File: src/rtl/image_writer_if.sv
// image_writer_if: pixel stream ingress plus synchronous memory write port.
interface image_writer_if #(
    parameter int BIT_DEPTH  = 8,
    parameter int ADDR_WIDTH = 17
);
    logic                  in_valid;
    logic                  in_ready;
    logic [BIT_DEPTH-1:0]  in_data;
    logic                  in_last;
    logic                  write_enable;
    logic [ADDR_WIDTH-1:0] write_addr;
    logic [BIT_DEPTH-1:0]  write_data;
    modport master (output in_valid, in_data, in_last, input in_ready, write_enable, write_addr, write_data);
    modport slave  (input in_valid, in_data, in_last, output in_ready, write_enable, write_addr, write_data);
endinterface

File: src/rtl/image_writer.sv
// image_writer: captures one streamed frame into image memory at addresses 0..MEM_SIZE-1.
// Optional IMAGE_WRITER_CHECKSUM_EN adds a 16-bit running sum of accepted pixels.
module image_writer #(
    parameter int BIT_DEPTH  = 8,
    parameter int ADDR_WIDTH = 17,
    parameter int MEM_SIZE   = 76800
) (
    input  logic                clock,
    input  logic                reset,
    input  logic                start,
    image_writer_if.slave       bus,
    output logic                busy,
    output logic                done,
`ifdef IMAGE_WRITER_CHECKSUM_EN
    output logic                error,
    output logic [15:0]         checksum
`else
    output logic                error
`endif
);
    typedef enum logic [1:0] {IDLE, WRITE, DONE} state_t;

    if (MEM_SIZE < 1 || longint'(MEM_SIZE) > (longint'(1) << ADDR_WIDTH))
        $error("image_writer: MEM_SIZE must be in 1..2**ADDR_WIDTH");

    state_t                state;
    logic [ADDR_WIDTH-1:0] count;
    logic                  accept;
    logic                  last_beat;

    assign bus.in_ready = state == WRITE;
    assign busy         = state != IDLE;
    assign accept       = bus.in_valid && bus.in_ready;
    assign last_beat    = count == ADDR_WIDTH'(MEM_SIZE - 1);

    always_ff @(posedge clock) begin
        if (reset) begin
            state            <= IDLE;
            count            <= '0;
            bus.write_enable <= 1'b0;
            bus.write_addr   <= '0;
            bus.write_data   <= '0;
            done             <= 1'b0;
            error            <= 1'b0;
`ifdef IMAGE_WRITER_CHECKSUM_EN
            checksum         <= '0;
`endif
        end else begin
            bus.write_enable <= accept;
            done             <= 1'b0;
            if (accept) begin
                bus.write_addr <= count;
                bus.write_data <= bus.in_data;
                count          <= count + 1'b1;
`ifdef IMAGE_WRITER_CHECKSUM_EN
                checksum       <= checksum + 16'(bus.in_data);
`endif
            end
            case (state)
                IDLE: if (start) begin
                    state    <= WRITE;
                    count    <= '0;
                    error    <= 1'b0;
`ifdef IMAGE_WRITER_CHECKSUM_EN
                    checksum <= '0;
`endif
                end
                // A frame ends on the terminal count or an early in_last; any disagreement between the two is an error.
                WRITE: if (accept && (last_beat || bus.in_last)) begin
                    state <= DONE;
                    done  <= 1'b1;
                    error <= error | (last_beat ^ bus.in_last);
                end
                default: state <= IDLE;
            endcase
        end
    end
endmodule

File: src/flat_wrapper.sv
// flat-port wrapper written by rule: the top's interface ports become plain ports
module image_writer_flat 
#(
    parameter int BIT_DEPTH  = 8,
    parameter int ADDR_WIDTH = 17,
    parameter int MEM_SIZE   = 76800
)
  (clock, reset, start, busy, done, error, bus_in_valid, bus_in_data, bus_in_last, bus_in_ready, bus_write_enable, bus_write_addr, bus_write_data);
  image_writer_if #(.BIT_DEPTH(BIT_DEPTH), .ADDR_WIDTH(ADDR_WIDTH)) bus_i ();
  input  logic clock;
  input  logic reset;
  input  logic start;
  output logic busy;
  output logic done;
  output logic error;
  input wire logic [$bits(bus_i.in_valid)-1:0] bus_in_valid;
  input wire logic [$bits(bus_i.in_data)-1:0] bus_in_data;
  input wire logic [$bits(bus_i.in_last)-1:0] bus_in_last;
  output wire logic [$bits(bus_i.in_ready)-1:0] bus_in_ready;
  output wire logic [$bits(bus_i.write_enable)-1:0] bus_write_enable;
  output wire logic [$bits(bus_i.write_addr)-1:0] bus_write_addr;
  output wire logic [$bits(bus_i.write_data)-1:0] bus_write_data;
  assign bus_i.in_valid = bus_in_valid;
  assign bus_i.in_data = bus_in_data;
  assign bus_i.in_last = bus_in_last;
  assign bus_in_ready = bus_i.in_ready;
  assign bus_write_enable = bus_i.write_enable;
  assign bus_write_addr = bus_i.write_addr;
  assign bus_write_data = bus_i.write_data;
  image_writer #(.BIT_DEPTH(BIT_DEPTH), .ADDR_WIDTH(ADDR_WIDTH), .MEM_SIZE(MEM_SIZE)) u_core (.clock(clock), .reset(reset), .start(start), .bus(bus_i), .busy(busy), .done(done), .error(error));
endmodule
File: config.mk
export PLATFORM = sky130hd
export DESIGN_NAME = image_writer_flat
export DESIGN_NICKNAME = d
export VERILOG_FILES = /design/src/rtl/image_writer_if.sv /design/src/rtl/image_writer.sv /design/src/flat_wrapper.sv
export SDC_FILE = /design/constraint.sdc
export NUM_CORES = 1
export LEC_CHECK = 0
export ABC_CLOCK_PERIOD_IN_PS = 2250
export CAP_MARGIN = 25
export CORE_MARGIN = 2
export CORE_UTILIZATION = 48
export CTS_CLUSTER_SIZE = 30
export DETAILED_ROUTE_END_ITERATION = 8
export PLACE_DENSITY = 0.8
export SYNTH_ARGS = -nofsm -noshare
export SYNTH_HDL_FRONTEND = slang
export SYNTH_SLANG_ARGS = --single-unit
File: constraint.sdc
create_clock -name clock -period 2.25 [get_ports clock]
set_clock_uncertainty 0.05 [all_clocks]
set_input_delay 0.45 -clock clock [delete_from_list [all_inputs] [get_ports clock]]
set_output_delay 0.45 -clock clock [all_outputs]
set_load 0.05 [all_outputs]
* After elaboration in Yosys (flattened, before gate mapping) *
Index checks and enable logic that the tools add are counted.

storage, ports and cells
  register bits after elaboration = 47
  input bits = 13
  output and inout bits = 30
  logic and storage cells = 34

operators by class
  add/subtract/negate cells = 1
  equality and inequality tests = 4
  multiplexer cells = 10
  bitwise logic cells = 3
  reductions and logical operators = 9

operator list
  kind                     count
  $mux W17                 3
  $add A17 B1 Y17 const B  1
  $eq A17 B17 Y1 const B   1
  $mux W2                  2
  $ne A2 B2 Y1 const B     2
  $pmux W2 S2              1
  $reduce_bool A2 Y1       2
  $mux W1                  3
  $reduce_and A3 Y1        1
  $eq A2 B1 Y1 const B     1
  $logic_and A1 B1 Y1      2
  $logic_not A2 Y1         1
  $pmux W1 S2              1
  $reduce_and A2 Y1        1
  $reduce_or A2 Y1         1
  $logic_or A1 B1 Y1       1
  $not A1 Y1               1
  $or A1 B1 Y1             1
  $xor A1 B1 Y1            1

* Logic depth before layout (Yosys ltp) *
  word-level depth = 5
  depth in mapped cells = 8
  depth with buffers taken out = 8

* Least setup slack after synthesis *
Ideal clock, no wire load.

  kind = reg-to-reg
  from = register u_core.count[0]
  to = register u_core.count[14]
  library setup time = 0.059 ns
  data arrival time = 1.736 ns
  data required time = 2.141 ns
  path slack = 0.405 ns
  cell stages (with the launch flop) = 6
  buffers on the path = 0
  clock period less this slack = 1.845 ns
  cell sequence = dfxtp_1 -> ha_1 -> nand3_1 -> or4_1 -> or4_1 -> nand2_1

on the way
  cells in the longest elaborated chain, start to end = 4

ends and longest elaborated chain
  element                 line                text
  from (decl)             image_writer.sv:27  logic [ADDR_WIDTH-1:0] count;
  from (signal assigned)  image_writer.sv:54  count <= count + 1'b1;
  $add A17 B1 Y17 (*)     image_writer.sv:54
  $mux W17 (*)            image_writer.sv:51  if (accept) begin
  $mux W17                image_writer.sv:60  IDLE: if (start) begin
  $mux W17 (*)            image_writer.sv:59  case (state)

Mark *: on every way between the ends. The rest lies on a longest branch, timed or not.
A chain may end at the register's enable or synchronous reset.

* Worst setup path in the final report *
  from = register u_core.state[0]
  to = output port busy

on the way
  cells in the longest elaborated chain, start to end = 1

ends and longest elaborated chain
  element                 line                text
  from (decl)             image_writer.sv:26  state_t state;
  from (signal assigned)  image_writer.sv:38  state <= IDLE;
  from (signal assigned)  image_writer.sv:61  state <= WRITE;
  from (signal assigned)  image_writer.sv:70  state <= DONE;
  $reduce_bool A2 Y1      image_writer.sv:32  assign busy = state != IDLE;
  to (decl)               flat_wrapper.sv:13  output logic busy;

Every way passes these cells.

==> impl_metrics.toml <==
[clocking]
post_cts_buffers = 0
clk_latency_ps = 290
cts_sinks = 47
clockRootBuffer = "clkbuf_8"
tritoncts = "done"
htreeDepth = 2
cts.path.max_buffers = 2
cts_buffers = 5
cts.reportedPaths.clkPinSlew_ps = 80

[global_route]
grtUsageMet1 = 0.2229
globalRouteOverflowTotal = 0
grt_pass1_wl_mm = 6.486
antenna_found_initial = 0
grt_usage = 0.1956
first_global_vias = 1505
grt.busiest_layer = "met2"
grt_max_degree = 30
grt_use_met2 = 0.3333
met3_usage = 0.05822

[timing]
drv_slew = 0
slew_headroom = 0.6588
tightest_slew_ps = 510.9
grt_setup_unrepaired = "no"
hold_slack_ps = 403.6
finalCritPeriodShare = 0.9607
finalSetupViolations = 0
fmaxAchievable_ghz = 0.4626
min_period_ps = 2162
timing.setup.tns_ps = 0
hold_viol = 0

[route]
drc = 0
drtAntennaViolNets = 0
via_count = 1616
vias_per_cell = 5.066
dr.first_iter.drc_count = 107
wl_mm = 3.754
first_pass_iters = 4
wl_per_cell_um = 11.77

[cells_and_area]
multi_input_area_um2 = 817.0
drive_gt1_frac = 0.08118
syn2layout_area_growth_pct = 34.54
final_nets = 285
num_antenna_cells = 0
seqCellArea_um2 = 940.9
fin_cells = 319
fillCellCount = 321

[synthesis]
synthesis.nets = 238
synth_top_area_frac = 0.5154
synth.distinct_cells = 31
syn_area_per_cell_um2 = 8.186
ys_ff_latch = 47
syn_inst = 223
netlist_area_mm2 = 0.001826
synth.largest_area_cell = "dfxtp_1"
synth_area_leaders = "dfxtp_1 52%, nand2_1 12%, a21oi_1 8.2%"
yosys_warnings = 0
ys_seq_area_frac = 0.5154

[worst_setup_path]
path_buf_inv = 1
worstSetupStartpointType = "register"
required_ps = 1750
end_kind = "output pin"
max_stage_delay_ps = 700
critPathKind = "register to output pin"
crit_path_max_fanout = 7
worstPathArrival_ps = 1660
crit_family = "buffers and inverters"
crit_chain = "or2_2, clkdlybuf4s50_1"
slowest_stage = "clkdlybuf4s50_1"

[floorplan]
coreArea_mm2 = 0.003661
die_w_um = 65.67
start_util = 0.4986
io_pins = 43
row_count = 22
die_h_um = 65.67
die_area_mm2 = 0.004313

[job]
maxCapViolCount = 0

[power_and_ir_drop]
power.density_mw_per_mm2 = 662.1
power_leakage_nw = 0.8368
worst_ir_drop_vdd_mv = 0.3980
p_total_mw = 1.626

[place]
placed_cells = 311
io_buffers = 42
dp_hpwl_mm = 2.486
gp_congestion = 0.8122

[hold_path]
hp-class = "register to register"

[status]
status = "complete, no violations"
==> state kept, by name, indices dropped and copies added (netlist names) <==
signal and cells:
u_core.bus.write_addr 17, u_core.bus.write_data 8, u_core.bus.write_enable 1, u_core.count 17, u_core.done 1, u_core.error 1
u_core.state 2
==> synth_stat cells, drive strengths merged <==
master  number
o211ai       1
ha           2
nor2b        1
a31oi        1
a21oi       30
dfxtp       47
nand3        3
or4          4
o22ai        1
and2         1
o41ai        1
inv          6
nor4         2
or3          5
nand4        5
o21ai        4
nor3         7
nand4b       1
buf          1
clkbuf      11
xor2         3
nand2       59
nand3b       1
or2          2
nor3b        1
nor2        14
and3b        1
o311ai       1
xnor2        7
==> tightest hold or removal path, cell delays in order (launching register included) <==
cell and delay (ps):
dfxtp_1 310, nand2_1 50, a21oi_1 50
==> path summary, 6_finish.rpt <==
| kind | end | start | slack [ps] | depth (start not counted) |
|---|---|---|---|---|
| setup / recovery | busy | u_core.state[0]$_SDFFE_PP0P_ | 90 | 2 |
| hold / removal | u_core.bus.write_data[5]$_SDFFE_PP0P_ | u_core.bus.write_data[5]$_SDFFE_PP0P_ | 400 | 2 |
| setup reg to reg | u_core.count[14]$_SDFF_PP0_ | u_core.count[0]$_SDFF_PP0_ | 240 | 5 |
| hold reg to reg | u_core.bus.write_data[5]$_SDFFE_PP0P_ | u_core.bus.write_data[5]$_SDFFE_PP0P_ | 400 | 2 |
==> metal layers <==
| metal | share of wire | vias to the layer above |
|---|---|---|
| met5 | 0 | - |
| met4 | 0.016 | 0 |
| met3 | 0.052 | 6 |
| met2 | 0.47 | 47 |
| met1 | 0.46 | 725 |
| li1 | - | 838 |
==> layout make-up <==
cell class | count | share of cell area
tap | 48 | 0.02445
multi-input combinational | 158 | 0.3327
clock buffer | 6 | 0.03362
clock inverter | 2 | 0.01426
inverter | 6 | 0.009170
sequential | 47 | 0.3831
timing repair buffer | 52 | 0.2028
==> cells in the final DEF (no fill, tap or decap), types with 2 or more instances in the layout <==
| cell type | count |
|---|---|
| nand3_1 | 3 |
| nand4_1 | 4 |
| buf_4 | 10 |
| a21oi_1 | 30 |
| clkdlybuf4s50_1 | 41 |
| or2_2 | 2 |
| nor3_1 | 7 |
| nand2_1 | 59 |
| nor2_1 | 14 |
| inv_1 | 6 |
| clkbuf_8 | 6 |
| xor2_1 | 3 |
| dfxtp_1 | 47 |
| xnor2_1 | 7 |
| o21ai_0 | 4 |
| ha_1 | 2 |
| or3_1 | 5 |
| nor4_1 | 2 |
| or4_1 | 3 |
==> cells by family (layout without fill, tap and decap cells) <==
group                    after synthesis  after routing  share of synthesized area
XOR/XNOR                              10             10                    0.04798
AO/OA/AOI/OAI                         39             39                     0.1138
buffers and inverters                 18             66                    0.03701
adder cells (fa/ha/maj)                2              2                    0.01371
AND/OR/NAND/NOR                      107            107                     0.2721
flip-flops                            47             47                     0.5154
==> metrics by stage <==
| stage | worst slack, ps | area (um^2) | util |
|---|---|---|---|
| 2_1_floorplan | 405.1 | 1826 | - |
| 4_1_cts | 48.47 | 2454 | 0.6702 |
| 3_3_place_gp | 15.51 | 2336 | 0.6381 |
| 3_5_place_dp | -12.99 | 2336 | 0.6381 |
| 5_1_grt | 44.93 | 2456 | 0.6709 |
| 6_report | 88.35 | 2456 | 0.6709 |
==> where the power goes <==
part,switching [mW],total (mW),internal [mW]
registers,0.00732,0.849,0.841
clock network,0.266,0.625,0.359
logic,0.0934,0.153,0.0593
==> timing repair <==
action                                  in CTS  in global routing
hold buffers                                 0                  0
endpoints found under the setup margin       0                  1
gates resized for setup                      0                  1
No activity file was read; power rests on OpenSTA's default activity.
